<file path="config.mk">
export PLATFORM = sky130hd
export DESIGN_NAME = control_unit
export DESIGN_NICKNAME = d
export VERILOG_FILES = /design/src/rtl/common_library.sv /design/src/rtl/control_unit.sv
export SDC_FILE = /design/constraint.sdc
export NUM_CORES = 1
export LEC_CHECK = 0
export CORE_MARGIN = 5
export CORE_UTILIZATION = 38
export DETAILED_ROUTE_END_ITERATION = 8
export PLACE_DENSITY = 0.83
export SLEW_MARGIN = 20
export SYNTH_ARGS = -nofsm -noshare
export SYNTH_HDL_FRONTEND = slang
export SYNTH_SLANG_ARGS = --single-unit
</file>
<file path="constraint.sdc">
create_clock -name clk -period 0.8 [get_ports clk]
set_input_delay 0.16 -clock clk [delete_from_list [all_inputs] [get_ports clk]]
set_output_delay 0.16 -clock clk [all_outputs]
set_load 0.05 [all_outputs]
</file>
<file path="src/rtl/common_library.sv">
// Shared RV32I decode constants and control-word encodings.
// Holds the opcode and funct3/funct7 values, the datapath select encodings
// and the packed control word used by control_unit.
package common_library;

    // Major opcodes (instr[6:0])
    localparam logic [6:0] OP_R     = 7'b0110011;
    localparam logic [6:0] OP_I     = 7'b0010011;
    localparam logic [6:0] OP_LOAD  = 7'b0000011;
    localparam logic [6:0] OP_S     = 7'b0100011;
    localparam logic [6:0] OP_B     = 7'b1100011;
    localparam logic [6:0] OP_JAL   = 7'b1101111;
    localparam logic [6:0] OP_JALR  = 7'b1100111;
    localparam logic [6:0] OP_LUI   = 7'b0110111;
    localparam logic [6:0] OP_AUIPC = 7'b0010111;

    // funct3 values
    localparam logic [2:0] F3_ADD_SUB = 3'b000;
    localparam logic [2:0] F3_SLL     = 3'b001;
    localparam logic [2:0] F3_SRL_SRA = 3'b101;
    localparam logic [2:0] F3_LB      = 3'b000;
    localparam logic [2:0] F3_LH      = 3'b001;
    localparam logic [2:0] F3_LW      = 3'b010;
    localparam logic [2:0] F3_LBU     = 3'b100;
    localparam logic [2:0] F3_LHU     = 3'b101;
    localparam logic [2:0] F3_SB      = 3'b000;
    localparam logic [2:0] F3_SH      = 3'b001;
    localparam logic [2:0] F3_SW      = 3'b010;
    localparam logic [2:0] F3_BEQ     = 3'b000;
    localparam logic [2:0] F3_BNE     = 3'b001;
    localparam logic [2:0] F3_BLT     = 3'b100;
    localparam logic [2:0] F3_BGE     = 3'b101;
    localparam logic [2:0] F3_BLTU    = 3'b110;
    localparam logic [2:0] F3_BGEU    = 3'b111;
    localparam logic [2:0] F3_JALR    = 3'b000;

    // funct7 values
    localparam logic [6:0] F7_BASE = 7'b0000000;
    localparam logic [6:0] F7_ALT  = 7'b0100000;

    // Register-file write source
    typedef enum logic [1:0] {
        RF_W_ALU  = 2'b00,
        RF_W_MEM  = 2'b01,
        RF_W_PC4  = 2'b10,
        RF_W_UIMM = 2'b11
    } rf_w_sel_e;

    // ALU operand A
    typedef enum logic {
        MUX1_RS1 = 1'b0,
        MUX1_PC  = 1'b1
    } mux1_sel_e;

    // ALU operand B (2'b11 reserved, never produced)
    typedef enum logic [1:0] {
        MUX2_RS2    = 2'b00,
        MUX2_IMM    = 2'b01,
        MUX2_CONST4 = 2'b10
    } mux2_sel_e;

    // ALU operation class (3'b101..3'b111 never produced)
    typedef enum logic [2:0] {
        ALU_ADD    = 3'b000,
        ALU_R      = 3'b001,
        ALU_I      = 3'b010,
        ALU_BRANCH = 3'b011,
        ALU_PASS_B = 3'b100
    } alu_op_e;

    // Next-PC target base
    typedef enum logic {
        PC_SEL_PC_IMM = 1'b0,
        PC_SEL_ALU    = 1'b1
    } pc_sel_e;

    // Registered control word
    typedef struct packed {
        rf_w_sel_e  rf_w_select;
        mux1_sel_e  alu_mux1_select;
        mux2_sel_e  alu_mux2_select;
        alu_op_e    alu_op_select;
        pc_sel_e    alu_pc_select;
        logic       w_en_rf;
        logic       wr_en_dmem;
        logic [1:0] rw_mode;
        logic       branch;
        logic       jump;
    } ctrl_t;

    localparam ctrl_t CTRL_DEFAULT = '{
        rf_w_select:     RF_W_ALU,
        alu_mux1_select: MUX1_RS1,
        alu_mux2_select: MUX2_RS2,
        alu_op_select:   ALU_ADD,
        alu_pc_select:   PC_SEL_PC_IMM,
        w_en_rf:         1'b0,
        wr_en_dmem:      1'b0,
        rw_mode:         2'b00,
        branch:          1'b0,
        jump:            1'b0
    };

endpackage

</file>
<file path="src/rtl/control_unit.sv">
// control_unit: RV32I main decoder with a registered control word.
// Decodes opcode/funct3/funct7/rd combinationally and registers the result,
// so every control output follows instr by exactly one clk cycle.
// Ports:
//   clk, rst_n       rising-edge clock, asynchronous active-low reset
//   instr[31:0]      instruction word under decode
//   rf_w_select[1:0] register-file write source
//   alu_mux1_select  ALU operand A select
//   alu_mux2_select  ALU operand B select
//   alu_op_select    ALU operation class
//   alu_pc_select    next-PC target base
//   w_en_rf          register-file write enable
//   w_en_pmem        program-memory write enable (always 0)
//   wr_en_dmem       data-memory write enable
//   rw_mode[1:0]     data-memory access width
//   branch, jump     control-flow flags
module control_unit
    import common_library::*;
(
    input  logic        clk,
    input  logic        rst_n,
    input  logic [31:0] instr,
    output logic [1:0]  rf_w_select,
    output logic        alu_mux1_select,
    output logic [1:0]  alu_mux2_select,
    output logic [2:0]  alu_op_select,
    output logic        alu_pc_select,
    output logic        w_en_rf,
    output logic        w_en_pmem,
    output logic        wr_en_dmem,
    output logic [1:0]  rw_mode,
    output logic        branch,
    output logic        jump
);

    logic [6:0] opcode;
    logic [2:0] funct3;
    logic [6:0] funct7;
    logic [4:0] rd;
    logic       unused_fields;

    assign opcode = instr[6:0];
    assign funct3 = instr[14:12];
    assign funct7 = instr[31:25];
    assign rd     = instr[11:7];
    // Register/immediate fields are consumed by the datapath, not here.
    assign unused_fields = ^instr[24:15];

    ctrl_t ctrl_d;
    ctrl_t ctrl_q;
    logic  reg_write_only;

    always_comb begin
        ctrl_d         = CTRL_DEFAULT;
        reg_write_only = 1'b0;
        // Every legal opcode ends in 2'b11, so unknown opcodes and
        // instr[1:0] != 2'b11 both fall through to the default word.
        case (opcode)
            OP_R: begin
                if (funct7 == F7_BASE ||
                    (funct7 == F7_ALT && (funct3 == F3_ADD_SUB || funct3 == F3_SRL_SRA))) begin
                    ctrl_d.alu_mux2_select = MUX2_RS2;
                    ctrl_d.alu_op_select   = ALU_R;
                    ctrl_d.rf_w_select     = RF_W_ALU;
                    ctrl_d.w_en_rf         = 1'b1;
                    reg_write_only         = 1'b1;
                end
            end
            OP_I: begin
                // Only the shift forms constrain funct7.
                if (!(funct3 == F3_SLL && funct7 != F7_BASE) &&
                    !(funct3 == F3_SRL_SRA && funct7 != F7_BASE && funct7 != F7_ALT)) begin
                    ctrl_d.alu_mux2_select = MUX2_IMM;
                    ctrl_d.alu_op_select   = ALU_I;
                    ctrl_d.rf_w_select     = RF_W_ALU;
                    ctrl_d.w_en_rf         = 1'b1;
                    reg_write_only         = 1'b1;
                end
            end
            OP_LOAD: begin
                if (funct3 == F3_LB || funct3 == F3_LH || funct3 == F3_LW ||
                    funct3 == F3_LBU || funct3 == F3_LHU) begin
                    ctrl_d.alu_mux2_select = MUX2_IMM;
                    ctrl_d.alu_op_select   = ALU_ADD;
                    ctrl_d.rf_w_select     = RF_W_MEM;
                    ctrl_d.w_en_rf         = 1'b1;
                    ctrl_d.rw_mode         = funct3[1:0];
                end
            end
            OP_S: begin
                if (funct3 == F3_SB || funct3 == F3_SH || funct3 == F3_SW) begin
                    ctrl_d.alu_mux2_select = MUX2_IMM;
                    ctrl_d.alu_op_select   = ALU_ADD;
                    ctrl_d.wr_en_dmem      = 1'b1;
                    ctrl_d.rw_mode         = funct3[1:0];
                end
            end
            OP_B: begin
                if (funct3 == F3_BEQ || funct3 == F3_BNE || funct3 == F3_BLT ||
                    funct3 == F3_BGE || funct3 == F3_BLTU || funct3 == F3_BGEU) begin
                    ctrl_d.alu_mux1_select = MUX1_RS1;
                    ctrl_d.alu_mux2_select = MUX2_RS2;
                    ctrl_d.alu_op_select   = ALU_BRANCH;
                    ctrl_d.branch          = 1'b1;
                    ctrl_d.alu_pc_select   = PC_SEL_PC_IMM;
                end
            end
            OP_JAL: begin
                ctrl_d.rf_w_select     = RF_W_PC4;
                ctrl_d.w_en_rf         = 1'b1;
                ctrl_d.jump            = 1'b1;
                ctrl_d.alu_pc_select   = PC_SEL_PC_IMM;
                ctrl_d.alu_mux1_select = MUX1_PC;
                ctrl_d.alu_mux2_select = MUX2_IMM;
                ctrl_d.alu_op_select   = ALU_ADD;
            end
            OP_JALR: begin
                if (funct3 == F3_JALR) begin
                    ctrl_d.rf_w_select     = RF_W_PC4;
                    ctrl_d.w_en_rf         = 1'b1;
                    ctrl_d.jump            = 1'b1;
                    ctrl_d.alu_pc_select   = PC_SEL_ALU;
                    ctrl_d.alu_mux1_select = MUX1_RS1;
                    ctrl_d.alu_mux2_select = MUX2_IMM;
                    ctrl_d.alu_op_select   = ALU_ADD;
                end
            end
            OP_LUI: begin
                ctrl_d.rf_w_select     = RF_W_UIMM;
                ctrl_d.alu_mux2_select = MUX2_IMM;
                ctrl_d.alu_op_select   = ALU_PASS_B;
                ctrl_d.w_en_rf         = 1'b1;
                reg_write_only         = 1'b1;
            end
            OP_AUIPC: begin
                ctrl_d.alu_mux1_select = MUX1_PC;
                ctrl_d.alu_mux2_select = MUX2_IMM;
                ctrl_d.alu_op_select   = ALU_ADD;
                ctrl_d.rf_w_select     = RF_W_ALU;
                ctrl_d.w_en_rf         = 1'b1;
                reg_write_only         = 1'b1;
            end
            default: ctrl_d = CTRL_DEFAULT;
        endcase

        // x0 is never written. Classes whose only effect is that write
        // (R, I-ALU, LUI, AUIPC) collapse to the idle word, so the canonical
        // NOP decodes to all zeros; loads and jumps keep their other fields.
        if (rd == 5'd0) begin
            if (reg_write_only) begin
                ctrl_d = CTRL_DEFAULT;
            end else begin
                ctrl_d.w_en_rf = 1'b0;
            end
        end
    end

    always_ff @(posedge clk or negedge rst_n) begin
        if (!rst_n) begin
            ctrl_q <= CTRL_DEFAULT;
        end else begin
            ctrl_q <= ctrl_d;
        end
    end

    assign rf_w_select     = ctrl_q.rf_w_select;
    assign alu_mux1_select = ctrl_q.alu_mux1_select;
    assign alu_mux2_select = ctrl_q.alu_mux2_select;
    assign alu_op_select   = ctrl_q.alu_op_select;
    assign alu_pc_select   = ctrl_q.alu_pc_select;
    assign w_en_rf         = ctrl_q.w_en_rf;
    assign w_en_pmem       = 1'b0;
    assign wr_en_dmem      = ctrl_q.wr_en_dmem;
    assign rw_mode         = ctrl_q.rw_mode;
    assign branch          = ctrl_q.branch;
    assign jump            = ctrl_q.jump;

endmodule

</file>
Word-level counts from Yosys, hierarchy flattened

Cells that the tools add are included.

Input bits: 34
Register bits: 15
Word-level logic and storage cells: 78
Output and inout port bits: 16

Equality and inequality tests: 17
Reductions and logical operators: 24
Muxes and demuxes: 27

Operators with widths:

| kind                                                             | number |
|---|---|
| 5-bit one-hot mux with 8 select lines                            | 1 |
| 7-bit by 6-bit == test with 1-bit output (second input constant) | 4 |
| 7-bit == test (second input constant)                            | 3 |
| 15-bit 2-to-1 mux                                                | 1 |
| 7-bit by 5-bit == test with 1-bit output (second input constant) | 2 |
| 3-bit == test (second input constant)                            | 4 |
| 4-bit 2-to-1 mux                                                 | 3 |
| 1-bit logical OR                                                 | 10 |
| 10-bit 2-to-1 mux                                                | 1 |
| 1-bit 2-to-1 mux                                                 | 9 |
| 9-bit 2-to-1 mux                                                 | 1 |
| 2-bit one-hot mux with 4 select lines                            | 1 |
| 7-bit by 2-bit == test with 1-bit output (second input constant) | 1 |
| 7-bit logical NOT                                                | 1 |
| 7-bit by 6-bit != test with 1-bit output (second input constant) | 1 |
| 7-bit nonzero test                                               | 1 |
| 3-bit 2-to-1 mux                                                 | 2 |
| 1-bit one-hot mux with 3 select lines                            | 2 |
| 1-bit logical AND                                                | 5 |
| 5-bit logical NOT                                                | 1 |
| 5-bit 2-to-1 mux                                                 | 1 |
| 1-bit one-hot mux with 5 select lines                            | 1 |
| 1-bit one-hot mux with 2 select lines                            | 2 |
| 2-bit one-hot mux with 2 select lines                            | 1 |
| 7 further kinds                                                  | 9 |

Depth between registers and ports, before layout

Depth after elaboration: 10
Mapped depth: 7
Depth with buffers taken out: 6

Least setup slack after synthesis

No wires, ideal clock.

Path kind: input -> register
From: input port instr[26]
To: register ctrl_q (netlist bit alu_mux2_select[0])
Stages on the path: 4
Arrival time: 1.298 ns
Library setup time: 0.133 ns
Required time: 0.667 ns
Setup slack: -0.631 ns
Buffers on the path: 0
Cells stage by stage: or4_4 -> o41ai_4 -> a22o_1 -> nor3_2

RTL lines:

| what                 | RTL line            | source |
|---|---|---|
| from (decl)          | control_unit.sv:22  | `input logic [31:0] instr,` |
| to (signal assigned) | control_unit.sv:162 | `ctrl_q <= ctrl_d;` |
| to (decl)            | control_unit.sv:50  | `ctrl_t ctrl_q;` |

==> impl_metrics.ini <==
[status]
status = finished, violations left
failed_checks = setup timing

[worst_setup_path]
crit_type = in -> reg
startpoint_type = input port
end_kind = register
critPathMaxStageDelay_ps = 560
worstPathCellList = clkbuf_2, or4_4, o41ai_4, a22o_1, nor3_2
slowest_stage = or4_4
crit_fanout = 4
critPathRequiredTime_ps = 970
cp_data_arrival_time_ps = 1590

[synth]
yosysWarnings = 0
synth_area_leaders = dfrtp_1 (45%), nand2_1 (4.3%), o41ai_4 (3.5%), nor4_1 (3.2%), nor2_1 (2.4%)
synthArstFlopShare_pct = 100
avgSynthCellArea_um2 = 9.82
synth_cell_types = 37
ys_ff_latch = 14
synthFlopType = dfrtp_1
yosysTopAreaCell = dfrtp_1
netlist_area_um2 = 786
synth-edff-count = 0
synth_top_area_share_pct = 44.6
yosysSeqAreaShare_pct = 44.6
netlist_instances = 80

[pwr]
p_switching_uw = 487
pwr-share-comb_pct = 30.6
switching_share_pct = 29.9
seqPwrFrac_pct = 43.9
p_int_mw = 1.14
pwr-share-clk_pct = 25.5
powerDensity_nw_per_um2 = 919
vdd_drop_max_mv = 0.698
p_leak_nw = 0.812
report.power.total_mw = 1.63

[timing]
layout_setup_ws_ps = -619
setup_viol = 27
rsz0062_at_grt = yes
drv_slew = 0
fmax_ghz = 0.705
fin_setup_tns_ps = -6920
fin_crit_ps = 1420
hold_violations = 0
fin_crit_sh_pct = 177

[placement]
place_congestion = 0.792
place_area_um2 = 1520
dpl.hpwl_mm = 2.09
portBuffers = 37

[routing]
num_vias = 1037
ant_nets = 0
wire_per_inst_um = 23.3
viasPerCell = 5.96
drc = 0
drt_iter0_drc = 70
firstDrtPassIters = 4
wl_mm = 4.06

[grt]
grt_overflow = 0
grt_start_max_net_pins = 15
antenna_found_initial = 0
first_global_vias = 959
grt_usage_pct = 20.0
grt_pass1_wl_mm = 4.81

[final_layout]
layout_commonest_cell = buf_4
design_area_um2 = 1780
final_cell_mix = buf_4 (24), buf_12 (15), dfrtp_1 (14), buf_6 (14)
n_antenna_cell = 0
area_growth_pct = 126
utilization_pct = 90.5
nets = 183
drive_gt1_share_pct = 69.4

[floorplan]
start_util_pct = 40.1
die_h_um = 55.5
core-area_um2 = 1960
boundaryPins = 50
rows = 16
dieArea_um2 = 3080
dieWidth_um = 55.5

[cts]
h-tree-depth = 1
cts_tree = built
clkSinkCount = 14
cts_buffers = 3
clkTransAtPathRegs_ps = 80
cts_max_path_buffers = 2
cts_root_buffer = clkbuf_4
hold_buffers = 0

[worst_hold_path]
hold_path_end = wr_en_dmem
worstHoldPathCells = 3
hp-class = in -> reg
hp-start = instr[6]

[job]
cap_viol_max_count = 0
## worst max-delay path by stage
| stage | slack [ps] | startpoint | to |
|---|---|---|---|
| after floorplan | -630 | instr[26] | alu_mux2_select[0] |
| after global placement | -1080 | instr[26] | alu_mux2_select[0] |
| after detailed placement | -1160 | instr[26] | alu_mux2_select[0] |
| after CTS | -570 | instr[27] | alu_mux2_select[0] |
| after global routing | -670 | instr[26] | alu_mux2_select[0] |
| final | -620 | instr[26] | alu_mux2_select[0] |
## what timing repair did
item | in CTS | in global routing
setup endpoints to repair | 28 | 28
gates resized for setup | 91 | 26
setup buffers | 8 | 3
pin swaps | 25 | 20
## cells in the mapped netlist (all sizes together) (3+ instances only)
cell and n:
nor2b 3, dfrtp 14, or3b 3, nor2 5, nand2 9, nor3 4
inv 3, o21ai 3, buf 3, nor4 4
## state kept, by name, indices dropped and copies added (netlist names)
name and flops:
wr_en_dmem 1, branch 1, alu_pc_select 1, alu_mux2_select 1, rw_mode 2, alu_op_select 3, rf_w_select 2, alu_mux1_select 1
w_en_rf 1, jump 1
## per-layer routing
layer | wire length [um] | part of all wire [%] | vias to the layer above | global-route usage, %
met5 | 0 | 0 | - | 0
met4 | 168 | 4.1 | 0 | 7.29
li1 | - | - | 426 | -
met3 | 399 | 9.8 | 19 | 5.59
met1 | 1490 | 37 | 503 | 23.4
met2 | 1990 | 49 | 89 | 34.5
## power groups by stage
stage,clock (mW),sequential (mW),combinational [mW]
floorplan,0,0.746,0.123
global placement,0,0.730,0.373
detailed placement,0,0.731,0.387
CTS,0.398,0.716,0.429
global route,0.448,0.717,0.525
finish,0.416,0.717,0.499
## critical path, delay by kind of cell
kind	cells	cell delay [ps]
AO/OA/AOI/OAI	2	710
AND/OR/NAND/NOR	2	630
buffers and inverters	1	90
## stage by stage
stage	std cells	setup slack [ps]	hold slack (ps)
after detailed placement	163	-1160	498
after CTS	172	-571	124
after floorplan	81	-630	-136
after global placement	163	-1080	502
after global routing	174	-667	130
final	174	-619	145
## kinds of logic (layout without fill, tap and decap cells)
logic type	after synthesis	after routing	share of synthesized area, %
xor gates and xnor gates	1	1	1.11
AOI/OAI and AO/OA	13	13	15.3
other	1	2	0.477
DFF	14	14	44.6
and+or+nand+nor	44	44	33.9
buffers and inverters	7	73	4.62
## final cells by class
| type | instances | area, um2 |
|---|---|---|
| Clock buffer | 3 | 22.5 |
| Fill cell | 76 | 186 |
| Inverter | 3 | 11.3 |
| Multi-Input combinational cell | 60 | 597 |
| Sequential cell | 14 | 350 |
| Tap cell | 27 | 33.8 |
| Timing Repair Buffer | 67 | 761 |
No activity file was read; power rests on OpenSTA's default activity.
==> RTL edit 1, RTL diff (config.mk and constraints unchanged) <==
Put a register stage on the output `alu_op_select`, cleared by the reset. The value now appears one clock later. The other outputs are not delayed to match.
--- a/src/rtl/control_unit.sv
+++ b/src/rtl/control_unit.sv
@@ -32,6 +32,8 @@
     output logic        branch,
     output logic        jump
 );
+
+    logic [2:0] alu_op_select_d;
 
     logic [6:0] opcode;
     logic [2:0] funct3;
@@ -166,7 +168,7 @@
     assign rf_w_select     = ctrl_q.rf_w_select;
     assign alu_mux1_select = ctrl_q.alu_mux1_select;
     assign alu_mux2_select = ctrl_q.alu_mux2_select;
-    assign alu_op_select   = ctrl_q.alu_op_select;
+    assign alu_op_select_d = ctrl_q.alu_op_select;
     assign alu_pc_select   = ctrl_q.alu_pc_select;
     assign w_en_rf         = ctrl_q.w_en_rf;
     assign w_en_pmem       = 1'b0;
@@ -175,5 +177,13 @@
     assign branch          = ctrl_q.branch;
     assign jump            = ctrl_q.jump;
 
+    always_ff @(posedge clk or negedge rst_n) begin
+        if (!rst_n) begin
+            alu_op_select <= '0;
+        end else begin
+            alu_op_select <= alu_op_select_d;
+        end
+    end
+
 endmodule
 
Check against the original RTL: not equivalent (Yosys sat finds a counterexample within 4 cycles, from zero or initial values and one cycle with rst_n low).
==> RTL edit 1 against the original RTL <==
  * The run still ends with negative setup slack left
  * Count of clock-buffer cells in the layout rose by 1
  * Total power up 19%
  * Wire length grew 40%
  * Final cell count is 9.8% higher
  * Worst setup slack got worse by 0.29 ns
  * Cell area rose by 13%
  * Sequential share of layout area grew 1.4 points
  * Worst hold slack gained 0.069 ns
  * Core utilization increased by 1.3 points
  * Sequential cell count increased by 3
  * Combinational power increased by 21%
  * Non-clock buffer count rose by 15
  * Area after synthesis is 10% higher
  * Highest routed layer unchanged
==> RTL edit 1: results (changes against the original RTL) <==
metric;value;unit;change
outcome;finished, violations left;;
violations;negative setup slack;;
antenna_found_initial;1;;+1
gp_congestion;0.850;;+7.4%
grtUsageTotal;25.7;%;+5.7 points
worst_slack;-0.905;ns;-0.286 ns
cp.arrival;1.89;ns;+0.30 ns
vias;1225;;+18%
setup-tns-final;-10.21;ns;-3.29 ns
routed_wl;5670;um;+40%
grt_max_degree;18;;+3
synth_common_cells;dfrtp_1, nor2_1, nand2_1, o21ai_0, inv_1;;
setup_viol;28;;+3.7%
clk_pin_slew;0.10;ns;+0.02 ns
dp.final_hpwl;2360;um;+12%
synthFlopType;dfrtp_1;;
yosysUniqueCellTypes;36;;-2.7%
grt_pass1_wl;6240;um;+30%
max-vdd-ir-drop;0.843;mV;+21%
nets;197;;+7.7%
yosys-top-cells-area;dfrtp_1, a2111oi_2, nor2_1, a2111oi_4, o21ai_0;;
clock-root-buffer;clkbuf_4;;
leakage;0.928;nW;+14%
fillCellCount;63;;-17%
yosysSeqAreaShare;49.1;%;+4.5 points
drt_iter0_drc;92;;+31%
hold_class;in -> async;;
[RTL edit 1: power by group]
| part | internal (mW) | switching [mW] |
|---|---|---|
| clock | 0.194 | 0.275 |
| sequential | 0.865 | 0.00496 |
| combinational | 0.285 | 0.321 |
[RTL edit 1: cells by family (layout without fill, tap and decap cells)]
logic type      after synthesis  after routing  share of synthesized area [%]
xor+xnor                      1              1                           1.01
flops                        17             17                           49.1
other cells                   1              3                          0.432
buf+inv                       7             90                           4.62
compound gates               19             19                           20.1
simple gates                 33             33                           24.8
[RTL edit 1: path summary, 6_finish.rpt]
check                                         from               end  slack, ns  depth (start not counted)
worst min-delay path                         rst_n    rf_w_select[1]       0.21                          2
worst max-delay path                     instr[26]           w_en_rf      -0.90                          6
worst max register to register  alu_op_select_d[0]  alu_op_select[0]       0.29                          0
min in group clk                          instr[5]        rw_mode[0]       0.22                          3
worst min register to register  alu_op_select_d[2]  alu_op_select[2]       0.37                          0
max in group asynchronous                    rst_n     alu_pc_select       0.46                          2
[RTL edit 1: timing repair]
action / CTS / global route
pin swaps: 22 / 11
buffers inserted: 15 / 6
gates resized for setup: 100 / 25
endpoints found under the setup margin: 28 / 28
[RTL edit 1: per-stage QoR]
step	instance area (um2)	std cells	setup slack, ns	utilization, %
after floorplan	921	79	-0.953	-
after global placement	1670	170	-1.40	76.1
after detailed placement	1670	170	-1.45	76.1
after CTS	1910	188	-0.870	87.0
after global routing	2010	191	-0.952	91.8
final	2010	191	-0.905	91.8
[RTL edit 1: metal layers]
| metal | share of wire, % | routed length, um | track usage, % | vias to the layer above |
|---|---|---|---|---|
| met5 | 0 | 0 | 0 | - |
| met4 | 7.7 | 437 | 10.3 | 0 |
| met3 | 13 | 744 | 3.56 | 45 |
| met2 | 46 | 2600 | 49.5 | 154 |
| met1 | 33 | 1890 | 27.6 | 570 |
| li1 | - | - | - | 456 |
[RTL edit 1: area by class of cell]
cell class | count | area, um2 | share of cell area (%)
Antenna cell | 1 | 2.50 | 0.124
Clock buffer | 4 | 26.3 | 1.31
Inverter | 4 | 15.0 | 0.747
Multi-Input combinational cell | 55 | 607 | 30.2
Sequential cell | 17 | 425 | 21.2
Tap cell | 28 | 35.0 | 1.74
Timing Repair Buffer | 82 | 900 | 44.7
[RTL edit 1: critical path: stages]
cell,delay [ns]
clkdlybuf4s15_1,0.19
or4_4,0.47
a2111oi_4,0.37
o211ai_4,0.16
nor4bb_4,0.21
a2111oi_4,0.31
==> RTL edit 2, RTL diff (same settings) <==
Without the edit above. Register the input `instr` before use, without a reset. The logic sees it one clock later. Comments in the files are not updated.
--- a/src/rtl/control_unit.sv
+++ b/src/rtl/control_unit.sv
@@ -33,18 +33,24 @@
     output logic        jump
 );
 
+    logic [31:0] instr_q;
+
+    always_ff @(posedge clk) begin
+        instr_q <= instr;
+    end
+
     logic [6:0] opcode;
     logic [2:0] funct3;
     logic [6:0] funct7;
     logic [4:0] rd;
     logic       unused_fields;
 
-    assign opcode = instr[6:0];
-    assign funct3 = instr[14:12];
-    assign funct7 = instr[31:25];
-    assign rd     = instr[11:7];
+    assign opcode = instr_q[6:0];
+    assign funct3 = instr_q[14:12];
+    assign funct7 = instr_q[31:25];
+    assign rd     = instr_q[11:7];
     // Register/immediate fields are consumed by the datapath, not here.
-    assign unused_fields = ^instr[24:15];
+    assign unused_fields = ^instr_q[24:15];
 
     ctrl_t ctrl_d;
     ctrl_t ctrl_q;
Check against the original RTL: not equivalent (a bounded check fails within 4 cycles, from zero or initial values and one cycle with rst_n low).
==> RTL edit 2 against the original RTL <==
  * The flow still finishes with violations (negative setup slack)
  * Sequential cell count rose by 22
  * Wire length fell by 26%
  * Worst setup slack got worse by 0.54 ns
  * Clock power rose to 3.9 times the old value
  * Via count fell by 1.9%
  * Total power rose by 140%
  * Area after synthesis rose by 57%
  * Fmax fell by 28%
  * Cell area rose by 31%
  * Critical path type is now reg -> reg
  * Critical endpoint is now w_en_rf
==> RTL edit 2: results (changes against the original RTL) <==
metric;value;unit;change
synth_common_cells;dfxtp_1, dfrtp_1, nor2_1, nand2_1, o21ai_0;;
clk_latency;0.35;ns;
clock_skew;0.0118;ns;
clockBufferDepth;2;;unchanged
io_buffers;37;;unchanged
vias;1017;;-1.9%
yosysUniqueCellTypes;37;;unchanged
grtUsageTotal;15.4;%;-4.6 points
cts_max_level;2;;+1
yosys_warnings;0;;unchanged
antenna_found_initial;0;;unchanged
layoutNonFillerInstCount;215;;+24%
cts_buffers;5;;+2
cpLargestDelayFamily;simple AND/OR/NAND/NOR gates;;
dp.final_hpwl;2350;um;+12%
violations;negative setup slack;;
outcome;finished, violations left;;
clock-root-buffer;clkbuf_4;;
critical-path-max-stage-delay;0.56;ns;about the same
diodes;0;;unchanged
gp_congestion;0.797;;+0.66%
leakage;0.994;nW;+22%
yosysSeqAreaShare;64.2;%;+20 points
largest_reg_flops;22;;+19
setup_viol;28;;+3.7%
setup-tns-final;-13.85;ns;-6.93 ns
nets;204;;+11%
max-vdd-ir-drop;1.23;mV;+76%
grt_pass1_wl;4940;um;+2.7%
worst_slack;-1.16;ns;-0.541 ns
synthCells;97;;+21%
fillCellCount;205;;+170%
dpl.cell_count;205;;+26%
antenna_left;0;;unchanged
wl_per_cell;13.9;um;-40%
hold_class;in -> async;;
cp.arrival;2.21;ns;+0.62 ns
path_max_fanout;2;;-2
first_pass_iters;4;;unchanged
yosys-top-cells-area;dfxtp_1, dfrtp_1, a2111oi_2, nor2_1, a2111oi_4;;
slowest_stage;or4_4;;
worst_pin_slew;0.551;ns;
largest_register;instr_q;;
synth-async-reset-ratio;38.9;%;-61 points
drt_iter0_drc;17;;-76%
grt_pass1_vias;1089;;+14%
drive_gt1_share;52.0;%;-17 points
clk_pin_slew;0.11;ns;+0.03 ns
-- RTL edit 2: cell types whose count changed in the layout (fill, tap and decap cells not counted), sizes merged, moves of 3 or more --
cell / unedited run / this run
clkdlybuf4s50: 4 / 23
nor2b: 3 / 0
buf: 60 / 45
nor2: 5 / 9
nand2: 9 / 6
nor4: 4 / 0
clkbuf: 4 / 7
dfxtp: 0 / 22
-- RTL edit 2: per-stage QoR --
stage	util, %	instance area, um2	power [mW]	hold slack [ns]
after floorplan	-	1310	2.10	-0.136
after global placement	67.5	2080	2.34	0.504
after detailed placement	67.5	2080	2.35	0.517
after CTS	73.2	2250	4.02	0.127
after global routing	75.5	2320	4.16	0.111
final	75.5	2320	4.00	0.125
-- RTL edit 2: cell families after synthesis --
group	after synthesis	synth area share, %
DFF	36	64.2
and+or+nand+nor	33	17.5
AOI/OAI and AO/OA	19	14.1
buffers and inverters	7	3.25
xor gates and xnor gates	1	0.711
other	1	0.304
-- RTL edit 2: final timing paths --
kind	from	cells past startpoint	to
max	instr_q[26]	5	w_en_rf
min	rst_n	2	branch
max reg2reg	instr_q[26]	5	w_en_rf
min reg2reg	instr_q[3]	2	alu_pc_select
max in group asynchronous	rst_n	2	alu_mux1_select
min in group clk	instr[4]	1	instr_q[4]
-- RTL edit 2: layer usage --
metal  track usage [%]  part of all wire [%]  vias up
met3              6.41                   7.5        6
met2              28.6                    55       45
met1              14.8                    36      473
met4              5.82                   2.2        0
li1                  -                     -      493
met5                 0                     0        -
-- RTL edit 2: area by class of cell --
class	instances	area share, %
flip-flops and latches	36	34.6
repair buffers	68	34.0
multi-input cells	55	23.3
clock buffers	7	3.77
well taps	44	2.37
clock inverters	1	1.29
inverters	4	0.646
-- RTL edit 2: repair_timing --
| action | 4_1_cts | 5_1_grt |
|---|---|---|
| resized for setup | 17 | 11 |
| buffers inserted | 0 | 2 |
| pin swaps | 3 | 1 |
| hold endpoints to repair | 0 | 0 |
| endpoints found under the setup margin | 28 | 28 |
-- RTL edit 2: where the power goes --
group | switching, mW | internal, mW | leakage (nW) | total [mW]
logic | 0.181 | 0.253 | 0.551 | 0.433
clock network | 0.606 | 1.04 | 0.0618 | 1.64
registers | 0.0503 | 1.87 | 0.381 | 1.92
total | 0.838 | 3.16 | 0.994 | 4.00
